--- config.mk ---
export PLATFORM = sky130hd
export DESIGN_NAME = param_voter_ctrl
export DESIGN_NICKNAME = d
export VERILOG_FILES = /design/src/rtl/voter_pkg.sv /design/src/rtl/param_voter_ctrl_popcount.sv /design/src/rtl/param_voter_ctrl.sv
export SDC_FILE = /design/constraint.sdc
export NUM_CORES = 1
export LEC_CHECK = 0
export CELL_PAD_IN_SITES_DETAIL_PLACEMENT = 0
export CELL_PAD_IN_SITES_GLOBAL_PLACEMENT = 2
export CORE_MARGIN = 1
export CORE_UTILIZATION = 38
export DETAILED_ROUTE_END_ITERATION = 7
export DONT_BUFFER_PORTS = 1
export GPL_TIMING_DRIVEN = 1
export MAX_ROUTING_LAYER = met4
export PLACE_DENSITY = 0.74
export RECOVER_POWER = 100
export SYNTH_ARGS = -nofsm -noshare
export SYNTH_HDL_FRONTEND = slang
export SYNTH_SLANG_ARGS = --single-unit
--- constraint.sdc ---
create_clock -name clock_i -period 2.56 [get_ports clock_i]
set_clock_uncertainty 0.2 [all_clocks]
set_input_delay 0.128 -clock clock_i [delete_from_list [all_inputs] [get_ports clock_i]]
set_output_delay 0.128 -clock clock_i [all_outputs]
set_load 0.02 [all_outputs]
--- src/rtl/voter_pkg.sv ---
// ----------------------------------------------------------------------------
// voter_pkg
//   Shared types and helpers for the parametrised ballot controller.
//   - voter_state_t : controller FSM states
//   - VOTER_MAX     : largest supported number of voters
//   - cnt_w(n)      : bits needed to hold a count in 0..n
// ----------------------------------------------------------------------------
package voter_pkg;

    typedef enum logic [2:0] {
        IDLE    = 3'd0,
        COLLECT = 3'd1,
        RX      = 3'd2,
        CHECK   = 3'd3,
        SEND    = 3'd4,
        RELEASE = 3'd5
    } voter_state_t;

    localparam int VOTER_MAX = 32;

    function automatic int cnt_w(input int n);
        return $clog2(n + 1);
    endfunction

endpackage

--- src/rtl/param_voter_ctrl_popcount.sv ---
// ----------------------------------------------------------------------------
// voter_popcount
//   Combinational ones-count of a vote vector, built as a ripple of partial
//   sums so it scales with N without a hand-written adder tree.
//   Ports:
//     votes_i : N-bit vote vector
//     ones_o  : number of set bits, cnt_w(N) bits wide
// ----------------------------------------------------------------------------
module voter_popcount
    import voter_pkg::*;
#(
    parameter int N = 4
) (
    input  logic [N-1:0]        votes_i,
    output logic [cnt_w(N)-1:0] ones_o
);

    localparam int CW = cnt_w(N);

    logic [CW-1:0] partial [0:N];

    assign partial[0] = '0;

    for (genvar gi = 0; gi < N; gi++) begin : g_sum
        assign partial[gi+1] = partial[gi] + {{(CW-1){1'b0}}, votes_i[gi]};
    end

    assign ones_o = partial[N];

endmodule

--- src/rtl/param_voter_ctrl.sv ---
// ----------------------------------------------------------------------------
// param_voter_ctrl
//   Ballot controller for N_VOTERS voters. Votes arrive either one at a time
//   from edge-detected red/green buttons or as a parallel word over the
//   rts/ctr handshake. Once closed with key, the majority and tie flags are
//   computed and the ballot is offered downstream over the cts/rtr 4-phase
//   handshake.
//
//   Optional feature macro: VOTER_TIMEOUT_EN
//     Defined   : RX/SEND/RELEASE abandon the ballot after TIMEOUT_CYC cycles
//                 without the awaited handshake edge, pulsing err_o.
//     Undefined : handshakes wait forever, err_o is tied low.
//
//   Ports:
//     clock_i    : system clock, rising edge
//     reset_i    : asynchronous active-high reset
//     start_i    : opens a ballot from IDLE
//     test_i     : sampled with start_i; 1 = test ballot (all ones)
//     r_button_i : red vote (0), rising edge counts
//     g_button_i : green vote (1), rising edge counts
//     key_i      : closes the ballot once every voter has voted
//     rts_i      : upstream request to send parallel votes
//     v_in_i     : parallel votes, valid while rts_i=1
//     ctr_o      : clear-to-receive acknowledge to upstream
//     rtr_i      : downstream ready-to-receive
//     cts_o      : clear-to-send; v_out_o valid while high
//     v_out_o    : ballot, bit i = voter i
//     result_o   : majority of ones
//     tie_o      : exactly half ones (even N only)
//     busy_o     : controller not in IDLE
//     err_o      : one-cycle handshake timeout pulse
// ----------------------------------------------------------------------------
module param_voter_ctrl
    import voter_pkg::*;
#(
    parameter int N_VOTERS    = 4,
    parameter int TIMEOUT_CYC = 16
) (
    input  logic                clock_i,
    input  logic                reset_i,
    input  logic                start_i,
    input  logic                test_i,
    input  logic                r_button_i,
    input  logic                g_button_i,
    input  logic                key_i,
    input  logic                rts_i,
    input  logic [N_VOTERS-1:0] v_in_i,
    output logic                ctr_o,
    input  logic                rtr_i,
    output logic                cts_o,
    output logic [N_VOTERS-1:0] v_out_o,
    output logic                result_o,
    output logic                tie_o,
    output logic                busy_o,
    output logic                err_o
);

    localparam int            CW     = cnt_w(N_VOTERS);
    localparam logic [CW-1:0] N_CNT  = CW'(N_VOTERS);
    localparam logic [CW-1:0] HALF   = CW'(N_VOTERS / 2);
    localparam bit            EVEN_N = (N_VOTERS % 2) == 0;

    if (N_VOTERS < 2 || N_VOTERS > VOTER_MAX || TIMEOUT_CYC < 1) begin : g_param_check
        $error("param_voter_ctrl: N_VOTERS must be 2..32 and TIMEOUT_CYC >= 1");
    end

    voter_state_t        state_q;
    logic [N_VOTERS-1:0] votes_q;
    logic [CW-1:0]       idx_q;
    logic                last_r_q;
    logic                last_g_q;
    logic                ctr_q;
    logic                cts_q;
    logic [N_VOTERS-1:0] v_out_q;
    logic                result_q;
    logic                tie_q;

    logic                r_edge;
    logic                g_edge;
    logic                rec_en;
    logic [N_VOTERS-1:0] idx_sel;
    logic [N_VOTERS-1:0] votes_rec;
    logic [CW-1:0]       ones;
    logic                tmo_hit;

    assign r_edge = r_button_i & ~last_r_q;
    assign g_edge = g_button_i & ~last_g_q;

    // Exactly one button edge records a vote; both at once is ambiguous.
    assign rec_en = (r_edge ^ g_edge) && (idx_q < N_CNT);

    // One-hot select of the current voter avoids indexing the vote vector
    // with a counter that is one bit wider than the index range.
    for (genvar gi = 0; gi < N_VOTERS; gi++) begin : g_idx_sel
        assign idx_sel[gi] = (idx_q == CW'(gi));
    end

    assign votes_rec = (votes_q & ~idx_sel) | (idx_sel & {N_VOTERS{g_edge}});

    voter_popcount #(
        .N (N_VOTERS)
    ) u_popcount (
        .votes_i (votes_q),
        .ones_o  (ones)
    );

`ifdef VOTER_TIMEOUT_EN
    localparam int TW = $clog2(TIMEOUT_CYC + 1);

    logic [TW-1:0] tmo_q;
    logic          err_q;

    // The counter restarts at 0 on every state entry; the hit fires on the
    // TIMEOUT_CYC-th cycle spent waiting in the same state.
    assign tmo_hit = (tmo_q == TW'(TIMEOUT_CYC - 1));
    assign err_o   = err_q;
`else
    assign tmo_hit = 1'b0;
    assign err_o   = 1'b0;
`endif

    always_ff @(posedge clock_i or posedge reset_i) begin
        if (reset_i) begin
            state_q  <= IDLE;
            votes_q  <= '0;
            idx_q    <= '0;
            last_r_q <= 1'b0;
            last_g_q <= 1'b0;
            ctr_q    <= 1'b0;
            cts_q    <= 1'b0;
            v_out_q  <= '0;
            result_q <= 1'b0;
            tie_q    <= 1'b0;
`ifdef VOTER_TIMEOUT_EN
            tmo_q    <= '0;
            err_q    <= 1'b0;
`endif
        end else begin
            // Edge history tracks the buttons in every state so that a
            // button held across a state change does not count twice.
            last_r_q <= r_button_i;
            last_g_q <= g_button_i;
`ifdef VOTER_TIMEOUT_EN
            tmo_q    <= '0;
            err_q    <= 1'b0;
`endif
            case (state_q)
                IDLE: begin
                    if (start_i) begin
                        v_out_q  <= '0;
                        result_q <= 1'b0;
                        tie_q    <= 1'b0;
                        if (test_i) begin
                            votes_q <= '1;
                            idx_q   <= N_CNT;
                            state_q <= CHECK;
                        end else begin
                            votes_q <= '0;
                            idx_q   <= '0;
                            state_q <= COLLECT;
                        end
                    end
                end

                COLLECT: begin
                    if (rts_i) begin
                        ctr_q   <= 1'b1;
                        state_q <= RX;
                    end else if (rec_en) begin
                        votes_q <= votes_rec;
                        idx_q   <= idx_q + CW'(1);
                    end else if (key_i && (idx_q == N_CNT)) begin
                        state_q <= CHECK;
                    end
                end

                RX: begin
                    if (!rts_i) begin
                        ctr_q   <= 1'b0;
                        idx_q   <= N_CNT;
                        state_q <= COLLECT;
                    end else if (tmo_hit) begin
                        ctr_q   <= 1'b0;
                        votes_q <= '0;
                        idx_q   <= '0;
                        state_q <= IDLE;
`ifdef VOTER_TIMEOUT_EN
                        err_q   <= 1'b1;
`endif
                    end else begin
                        votes_q <= v_in_i;
`ifdef VOTER_TIMEOUT_EN
                        tmo_q   <= tmo_q + TW'(1);
`endif
                    end
                end

                CHECK: begin
                    result_q <= (ones > HALF);
                    tie_q    <= EVEN_N && (ones == HALF);
                    cts_q    <= 1'b1;
                    v_out_q  <= votes_q;
                    state_q  <= SEND;
                end

                SEND: begin
                    if (rtr_i) begin
                        cts_q   <= 1'b0;
                        state_q <= RELEASE;
                    end else if (tmo_hit) begin
                        cts_q   <= 1'b0;
                        votes_q <= '0;
                        idx_q   <= '0;
                        state_q <= IDLE;
`ifdef VOTER_TIMEOUT_EN
                        err_q   <= 1'b1;
`endif
                    end else begin
`ifdef VOTER_TIMEOUT_EN
                        tmo_q   <= tmo_q + TW'(1);
`endif
                    end
                end

                RELEASE: begin
                    if (!rtr_i) begin
                        state_q <= IDLE;
                    end else if (tmo_hit) begin
                        votes_q <= '0;
                        idx_q   <= '0;
                        state_q <= IDLE;
`ifdef VOTER_TIMEOUT_EN
                        err_q   <= 1'b1;
`endif
                    end else begin
`ifdef VOTER_TIMEOUT_EN
                        tmo_q   <= tmo_q + TW'(1);
`endif
                    end
                end

                default: begin
                    state_q <= IDLE;
                end
            endcase
        end
    end

    assign ctr_o    = ctr_q;
    assign cts_o    = cts_q;
    assign v_out_o  = v_out_q;
    assign result_o = result_q;
    assign tie_o    = tie_q;
    assign busy_o   = (state_q != IDLE);

endmodule

# Word-level counts from Yosys, hierarchy flattened
# Cells that the tools add are included.
[totals]
register_bits = 20
input_bits = 13
output_inout_bits = 10
word_cells = 91
[classes]
n_addsub = 4
n_lt_le_gt_ge = 2
n_eq_ne = 20
muxes = 31
bitwise_logic = 9
n_reduce_logical = 15
[ops]
columns = ["cell", "count"]
rows = [
  ["$mux 3", 12],
  ["$mux 4", 6],
  ["$pmux 3 s6", 1],
  ["$ne 2x2->1 const B", 8],
  ["$eq 3x2->1 const B", 5],
  ["$pmux 4 s3", 1],
  ["$reduce_and 5->1", 2],
  ["$eq 3x3->1 const B", 3],
  ["$pmux 3 s3", 1],
  ["$and 4x4->4", 2],
  ["$pmux 1 s2", 4],
  ["$pmux 4 s2", 1],
  ["$add 3x1->3", 2],
  ["$eq 3x1->1 const B", 2],
  ["$logic_not 3->1", 2],
  ["$ne 3x3->1 const B", 2],
  ["$reduce_and 6->1", 1],
  ["$reduce_bool 2->1", 3],
  ["$reduce_bool 3->1", 2],
  ["$mux 1", 4],
  ["$not 4->4", 1],
  ["$or 4x4->4", 1],
  ["$reduce_and 2->1", 2],
  ["$add 3x1->3 const B", 1],
  ["other kinds (9)", 12],
]

# Longest topological paths before layout
# Gate-level depths: netlist (run 1).
[logic_depth]
ltp_word = 7
mapped_depth = 8
ltp_nobuf = 8

# Hierarchy
# From an unflattened synthesis (run 1), not the netlist that was laid out.
[unflattened]
cells_unflattened = 139
hier_area_um2 = 1307.5
[modules_own_cells]
columns = ["module", "n_inst", "cells_each", "area_each_um2", "seq_area_each_um2"]
rows = [
  ["param_voter_ctrl", 1, 131, 1243.7, 500.5],
  ["voter_popcount", 1, 8, 63.8, 0.0],
]

# Worst setup path after synthesis (run 1)
# Ideal clock, no wire load.
[synth_path]
path_kind = "register -> register"
from = "reg votes_q[0]"
to = "reg result_q, in the netlist result_o"
setup_ns = 0.077
arrival_ns = 1.963
t_required_ns = 2.283
setup_slack_ns = 0.320
path_stages_with_launch = 9
path_buffers = 0
period_less_slack_ns = 2.240
path_cell_list = "dfrtp_1 > ha_1 > inv_1 > fa_1 > ha_1 > nand2_1 > nor2_1 > or3b_2 > a21oi_1"
[synth_between]
elab_chain_len = 5
[synth_lines]
columns = ["element", "line", "source"]
rows = [
  ["from (decl)", "param_voter_ctrl.sv:68", "logic [N_VOTERS-1:0] votes_q;"],
  ["from (signal assigned)", "param_voter_ctrl.sv:170", "votes_q <= votes_rec;"],
  ["from (signal assigned)", "param_voter_ctrl.sv:191", "votes_q <= v_in_i;"],
  ["$add 1x1->2", "param_voter_ctrl_popcount.sv:25", "assign partial[gi+1] = partial[gi] + {{(CW-1){1'b0}}, votes_i[gi]};"],
  ["$add 3x1->3 (2 in a row)", "param_voter_ctrl_popcount.sv:25", ""],
  ["$gt 3x2->1", "param_voter_ctrl.sv:199", "result_q <= (ones > HALF);"],
  ["$pmux 1 s2", "param_voter_ctrl.sv:147", "case (state_q)"],
  ["to (signal assigned)", "param_voter_ctrl.sv:199", ""],
  ["to (decl)", "param_voter_ctrl.sv:75", "logic result_q;"],
]
# Every way passes these cells.
# A chain may end at the register's enable or synchronous reset.

# Final worst setup path (run 1)
# Same ends and word-level chain as after synthesis.

==> PnR_summary.wiki, run 1 <==
{| class="wikitable"
! Metric !! Value
|-
| Status || finished, final reports clean
|-
| Top post-synthesis cells by area || sky130_fd_sc_hd__dfrtp_1, sky130_fd_sc_hd__ha_1, sky130_fd_sc_hd__a21oi_1
|-
| HP Class || input port to flip-flop
|-
| Headroom to the max-slew limit || 47.8%
|-
| Via count of the first global-routing pass || 1,021
|-
| Die width || 59.9 um
|-
| Starting DRC count in detailed routing || 50
|-
| Maximum number of pins on one net before global-route repair || 21
|-
| # H-tree levels || 1
|-
| Final Wtd Congestion || 0.778
|-
| Setup repair after global routing missed its margin || false
|-
| Slowest cell on the critical path || sky130_fd_sc_hd__dfrtp_1
|-
| Post-synthesis instance area || 1270 sq um
|-
| Max Clk Rate || 0.418 GHz
|-
| TritonCTS Buffers || 3
|-
| Required time reported for the critical path endpoint || 2590 ps
|-
| Time the worst path needs with I/O delays and setup || 2390 ps
|-
| Final cell utilization of the core || 48.1%
|-
| Clock transition at the registers of the reported paths || 120 ps
|-
| Number of port buffers || 0
|-
| CP Capture Type || flip-flop
|-
| Fill cell instance count of the final layout || 323
|-
| Nets || 172
|-
| Number of warnings issued by yosys || 0
|-
| Wire length after detailed routing || 2700 um
|-
| Flops & latches, synth || 20
|-
| Std cell rows || 20
|-
| Standby leakage power || 0.641 nW
|-
| Die Outline Area || 3580 sq um
|-
| Final Max Tran Viols || 0
|-
| Critical Path Most Common Cell || sky130_fd_sc_hd__ha_1
|-
| Average wire per cell in the routed design || 14.0 um
|-
| Main combinational cell family by area after synthesis || compound AO/OA/AOI/OAI gates
|-
| Clock Sinks || 20
|-
| Post-synthesis compound-gate area fraction || 17.5%
|-
| Detailed-routing iteration count for the pre-antenna-repair pass || 4
|-
| Worst setup path category || flip-flop to flip-flop
|-
| Clock network latency to the later pin of the worst-skew pair || 300 ps
|-
| Share of synthesized flip-flops with an asynchronous set or reset || 100%
|-
| Via Count || 990
|-
| Number of nets produced by synthesis || 157
|-
| Count of nets left with antenna violations after detail routing || 0
|-
| Area fraction in and, or, nand and nor cells after synthesis || 16.8%
|-
| Total grt overflow || 0
|-
| Antenna violations before repair || 0
|-
| Half-perimeter wire length of the detailed placement result || 1960 um
|-
| TritonCTS clock tree || built
|-
| Peak ir drop on the vdd network || 347 uV
|-
| Seq/Total Area, Yosys || 39.3%
|-
| Fin Hold WS || 112 ps
|-
| Leading cell types in the layout, fill and taps excluded || sky130_fd_sc_hd__dfrtp_1, sky130_fd_sc_hd__a21oi_1, sky130_fd_sc_hd__inv_1, sky130_fd_sc_hd__dlygate4sd3_1
|-
| Maximum single-stage delay on the critical path || 440 ps
|-
| Adder-cell share of the synthesized area || 9.44%
|-
| Leading cell type in the layout, fill and taps excluded || sky130_fd_sc_hd__dfrtp_1
|-
| I/O pin cnt || 23
|-
| Overall track demand over capacity in global routing || 17.6%
|-
| Ys flop type || sky130_fd_sc_hd__dfrtp_1
|-
| Starting density of the core || 41.0%
|-
| Number of gates resized after cts || 0
|-
| Post-synth top area cell || sky130_fd_sc_hd__dfrtp_1
|-
| Number of max-capacitance violations reported || 0
|-
| Number of buffers on the longest clock path || 2
|-
| Layout cell share with drive strength beyond 1 || 9.40%
|-
| CTS root buffer || sky130_fd_sc_hd__clkbuf_4
|-
| Critical path cell sequence || ha_1 > inv_1 > fa_1 > ha_1 > nand2_1 > nor2_1 > or3b_2 > a21oi_1
|-
| Synth-to-Final Area Change || 17.2%
|-
| Post-DR vias/cell || 5.13
|-
| Area used by multi-input combinational logic || 688 sq um
|-
| Setup TNS || 0 ps
|-
| Mux share of post-synthesis cell area || 9.24%
|-
| Total power density per cell area || 1200 nW/um^2
|-
| CORE AREA || 3100 sq um
|-
| Pin slew with the least headroom to its limit || 782 ps
|-
| Number of instances in the synthesized netlist || 135
|-
| Die Height || 59.9 um
|-
| Largest fanout on the critical path || 4
|-
| Startpoint types || flip-flop
|-
| Average cell area after synthesis || 9.43 sq um
|-
| Final critical-path share of the clock period || 93.5%
|-
| Number of antenna repair diodes || 0
|-
| Number of synthesized flops with an enable pin || 0
|-
| Area share of the leading cell type in the synthesized netlist || 39.3%
|-
| Count of unique library cells instantiated by Yosys || 34
|-
| Register cell area after layout || 500 sq um
|-
| Endpoint arrival time on the critical path || 2430 ps
|-
| DR DRC count || 0
|-
| Setup violators final || 0
|-
| XOR/XNOR share of the synthesized area || 1.38%
|-
| Final count of hold timing violations || 0
|-
| Wire length of the first global-routing pass || 4590 um
|}
==> cell type report <==
cell class	count	area share, %
clock buffer	3	1.51
sequential	20	33.6
clock inverter	1	2.01
tap	44	3.69
timing repair buffer	17	10.1
inverter	12	3.02
multi-input combinational	96	46.1
==> metrics by stage <==
stage	setup slack [ps]	instance area, sq um	instances	total power, mW
floorplan	320	1270	135	1.32
detailed placement	185	1330	177	1.53
CTS	152	1510	193	1.83
global placement	261	1330	177	1.51
global route	49.5	1490	193	1.96
finish	167	1490	193	1.78
==> critical path: cells and delay by family, from the launching register on <==
| family | cells | cell delay, ps |
|---|---|---|
| adders and majority gates | 3 | 960 |
| buffers and inverters | 1 | 40 |
| DFF | 1 | 440 |
| and+or+nand+nor | 3 | 550 |
| AOI/OAI and AO/OA | 1 | 140 |
==> kinds of logic (layout without fill, tap and decap cells) <==
family | count (synthesis) | count (layout)
adder cells (fa/ha/maj) | 9 | 9
multiplexers | 11 | 11
buffers and inverters | 19 | 33
AND/OR/NAND/NOR | 41 | 41
other | 1 | 1
flip-flops | 20 | 20
XOR/XNOR | 2 | 2
AO/OA/AOI/OAI | 32 | 32
==> where the power goes <==
group          internal (mW)  total [mW]  switching [mW]
Clock                  0.158       0.260           0.102
Sequential             0.446       0.637           0.192
Combinational          0.410       0.885           0.475
==> metal layers <==
metal  global-route usage (%)  wire [um]  vias up
met4                     5.98         19        0
met3                     3.03         81        2
met5                        -          0        -
li1                         -          -      489
met2                     30.3       1340       21
met1                     20.7       1260      478
==> sequential cells by signal (all words and copies together) (netlist names) <==
name      flops
last_g_q      1
votes_q       4
last_r_q      1
idx_q         3
cts_o         1
tie_o         1
v_out_o       4
state_q       3
result_o      1
ctr_o         1
==> synthesized netlist by cell type (2+ instances only) <==
cell type and n:
sky130_fd_sc_hd__nor2b_1 8, sky130_fd_sc_hd__o211ai_1 5, sky130_fd_sc_hd__nand3b_1 2, sky130_fd_sc_hd__o22ai_1 4, sky130_fd_sc_hd__nand2_1 11, sky130_fd_sc_hd__mux2i_1 5
sky130_fd_sc_hd__nor2_1 11, sky130_fd_sc_hd__clkbuf_1 4, sky130_fd_sc_hd__a21oi_1 12, sky130_fd_sc_hd__nand2b_1 3, sky130_fd_sc_hd__dfrtp_1 20, sky130_fd_sc_hd__xnor2_1 2
sky130_fd_sc_hd__inv_1 12, sky130_fd_sc_hd__ha_1 8, sky130_fd_sc_hd__mux2_1 2, sky130_fd_sc_hd__o21ai_0 5, sky130_fd_sc_hd__mux2_2 4
==> path summary, 6_finish.rpt <==
check                                 from  slack [ps]    endpoint  depth (start not counted)
worst max register to register  votes_q[0]         170    result_o                          8
worst min register to register    idx_q[1]         370    idx_q[1]                          1
worst min-delay path                test_i         110  votes_q[3]                          3
min in group asynchronous          reset_i         200    last_r_q                          2
worst max-delay path            votes_q[0]         170    result_o                          8
max in group asynchronous          reset_i        1480  state_q[1]                          2
==> repair_timing <==
action / 4_1_cts / 5_1_grt
buffers inserted: 0 / 0
hold buffers: 12 / 0
endpoints found under the hold margin: 33 / 0
Power figures use the tool's default switching activity.
==> run 2, diff against run 1 <==
--- a/config.mk
+++ b/config.mk
@@ -9,12 +9,14 @@
 export CELL_PAD_IN_SITES_GLOBAL_PLACEMENT = 2
 export CORE_MARGIN = 1
 export CORE_UTILIZATION = 38
+export CTS_CLUSTER_SIZE = 8
 export DETAILED_ROUTE_END_ITERATION = 7
 export DONT_BUFFER_PORTS = 1
 export GPL_TIMING_DRIVEN = 1
 export MAX_ROUTING_LAYER = met4
 export PLACE_DENSITY = 0.74
 export RECOVER_POWER = 100
+export SETUP_SLACK_MARGIN = 0.3
 export SYNTH_ARGS = -nofsm -noshare
 export SYNTH_HDL_FRONTEND = slang
 export SYNTH_SLANG_ARGS = --single-unit
==> PnR_summary.wiki, run 2 (synthesized netlist as in run 1, its figures left out) <==
{| class="wikitable"
! Metric !! Value
|-
| Status || finished, final reports clean
|-
| Net load switching power || 0.806 mW
|-
| DR DRC count || 0
|-
| Std cell rows || 20
|-
| CTS root buffer || sky130_fd_sc_hd__clkbuf_4
|-
| Nets || 174
|-
| Leading cell types in the layout, fill and taps excluded || sky130_fd_sc_hd__dfrtp_1, sky130_fd_sc_hd__inv_1, sky130_fd_sc_hd__dlygate4sd3_1
|-
| Required time reported for the critical path endpoint || 2600 ps
|-
| # H-tree levels || 1
|-
| Endpoint arrival time on the critical path || 2320 ps
|-
| Clock group share of total power || 14.0%
|-
| Slowest cell on the critical path || sky130_fd_sc_hd__or3b_2
|-
| Final Max Tran Viols || 0
|-
| Post-DR vias/cell || 5.19
|-
| Synth-to-Final Area Change || 19.9%
|-
| CORE AREA || 3100 sq um
|-
| Internal Power || 1.06 mW
|-
| Leading cell type in the layout, fill and taps excluded || sky130_fd_sc_hd__dfrtp_1
|-
| Critical path cell sequence || ha_1 > inv_1 > fa_2 > ha_4 > nand2_1 > nor2_1 > or3b_2 > a21oi_2
|-
| Standby leakage power || 0.651 nW
|-
| Number of antenna repair diodes || 0
|-
| Number of port buffers || 0
|-
| Count of nets left with antenna violations after detail routing || 0
|-
| Total Power Consumption || 1.87 mW
|-
| Detailed-routing iteration count for the pre-antenna-repair pass || 4
|-
| Worst setup path category || flip-flop to flip-flop
|-
| Worst path top cell family by delay || adder cells
|-
| Clock network latency to the later pin of the worst-skew pair || 300 ps
|-
| Combinational share of power || 52.4%
|-
| Number of buffer and inverter instances along the worst setup path || 1
|-
| Maximum single-stage delay on the critical path || 450 ps
|-
| Wire length after detailed routing || 2780 um
|-
| Startpoint types || flip-flop
|-
| Setup violators final || 0
|-
| Overall track demand over capacity in global routing || 17.9%
|-
| Largest fanout on the critical path || 2
|-
| Setup TNS || 0 ps
|-
| Number of buffers on the longest clock path || 2
|-
| Final Wtd Congestion || 0.778
|-
| Die Outline Area || 3580 sq um
|-
| Maximum number of pins on one net before global-route repair || 21
|-
| CP Capture Type || flip-flop
|-
| Switching fraction of total power || 43.1%
|-
| Starting density of the core || 41.0%
|-
| TritonCTS Buffers || 3
|-
| Time the worst path needs with I/O delays and setup || 2280 ps
|-
| Average wire per cell in the routed design || 14.3 um
|-
| Clock Sinks || 20
|-
| Die width || 59.9 um
|-
| HP Class || input port to flip-flop
|-
| Total grt overflow || 0
|-
| Final critical-path share of the clock period || 88.9%
|-
| Setup repair after global routing missed its margin || false
|-
| Wire length of the first global-routing pass || 4660 um
|-
| Total power density per cell area || 1230 nW/um^2
|-
| Number of max-capacitance violations reported || 0
|-
| Final count of hold timing violations || 0
|-
| Via count of the first global-routing pass || 1,016
|-
| Share of total power in sequential cells || 33.6%
|-
| Headroom to the max-slew limit || 48.0%
|-
| Pin slew with the least headroom to its limit || 780 ps
|-
| Via Count || 1,012
|-
| Starting DRC count in detailed routing || 60
|-
| TritonCTS clock tree || built
|-
| Die Height || 59.9 um
|-
| Max Clk Rate || 0.439 GHz
|-
| Antenna violations before repair || 0
|-
| Layout cell share with drive strength beyond 1 || 12.6%
|-
| Peak ir drop on the vdd network || 347 uV
|-
| I/O pin cnt || 23
|-
| Clock transition at the registers of the reported paths || 120 ps
|-
| Half-perimeter wire length of the detailed placement result || 1960 um
|}
-- run 2: cell types whose count changed in the layout (fill, tap and decap cells not counted), sizes merged --
cell	delta
buf	+2
-- run 2: repair_timing --
item,in CTS,in global routing
endpoints found under the hold margin,33,0
setup buffers,2,0
setup endpoints to repair,1,1
resized for setup,4,0
hold buffers,12,0
pin swaps,2,1
-- run 2: cell type report --
cell class | instances | area, sq um
clock inverters | 1 | 30.0
inverters | 12 | 45.0
well taps | 44 | 55.1
fillers | 321 | 1580
multi-input cells | 96 | 707
clock buffers | 3 | 22.5
repair buffers | 19 | 165
flip-flops and latches | 20 | 500
-- run 2: power by group through the flow --
stage | Combinational (mW) | Clock [mW] | Sequential, mW
global route | 1.10 | 0.285 | 0.650
floorplan | 0.697 | 0 | 0.624
global placement | 0.872 | 0 | 0.640
detailed placement | 0.880 | 0 | 0.647
finish | 0.980 | 0.262 | 0.628
CTS | 0.995 | 0.272 | 0.630
-- run 2: worst paths after layout --
path | startpoint | end | slack [ps] | cells after the start
worst max-delay path | votes_q[0] | result_o | 280 | 8
max in group asynchronous | reset_i | state_q[1] | 1480 | 2
worst min register to register | idx_q[1] | idx_q[1] | 370 | 1
worst max register to register | votes_q[0] | result_o | 280 | 8
worst min-delay path | test_i | votes_q[3] | 110 | 3
min in group asynchronous | reset_i | last_r_q | 200 | 2
-- run 2: routing by layer --
| layer | global-route usage [%] | routed length [um] | vias up |
|---|---|---|---|
| li1 | - | - | 491 |
| met1 | 21.8 | 1290 | 492 |
| met2 | 30.3 | 1360 | 27 |
| met3 | 3.03 | 107 | 2 |
| met4 | 5.32 | 19 | 0 |
| met5 | - | 0 | - |
-- run 2: tightest hold or removal path: stages --
cell and delay (ps):
sky130_fd_sc_hd__o21ai_0 180, sky130_fd_sc_hd__o211ai_1 130, sky130_fd_sc_hd__mux2_2 140
-- run 2: metrics by stage --
stage                     worst slack (ps)  std cells  hold slack, ps  util, %  cell area [sq um]
after CTS                              356        195             113     49.7               1540
final                                  283        195             108     49.2               1530
after floorplan                        320        135            -108        -               1270
after global placement                 261        177           -40.5     43.0               1330
after global routing                   194        195             144     49.2               1530
after detailed placement               185        177           -40.5     43.0               1330
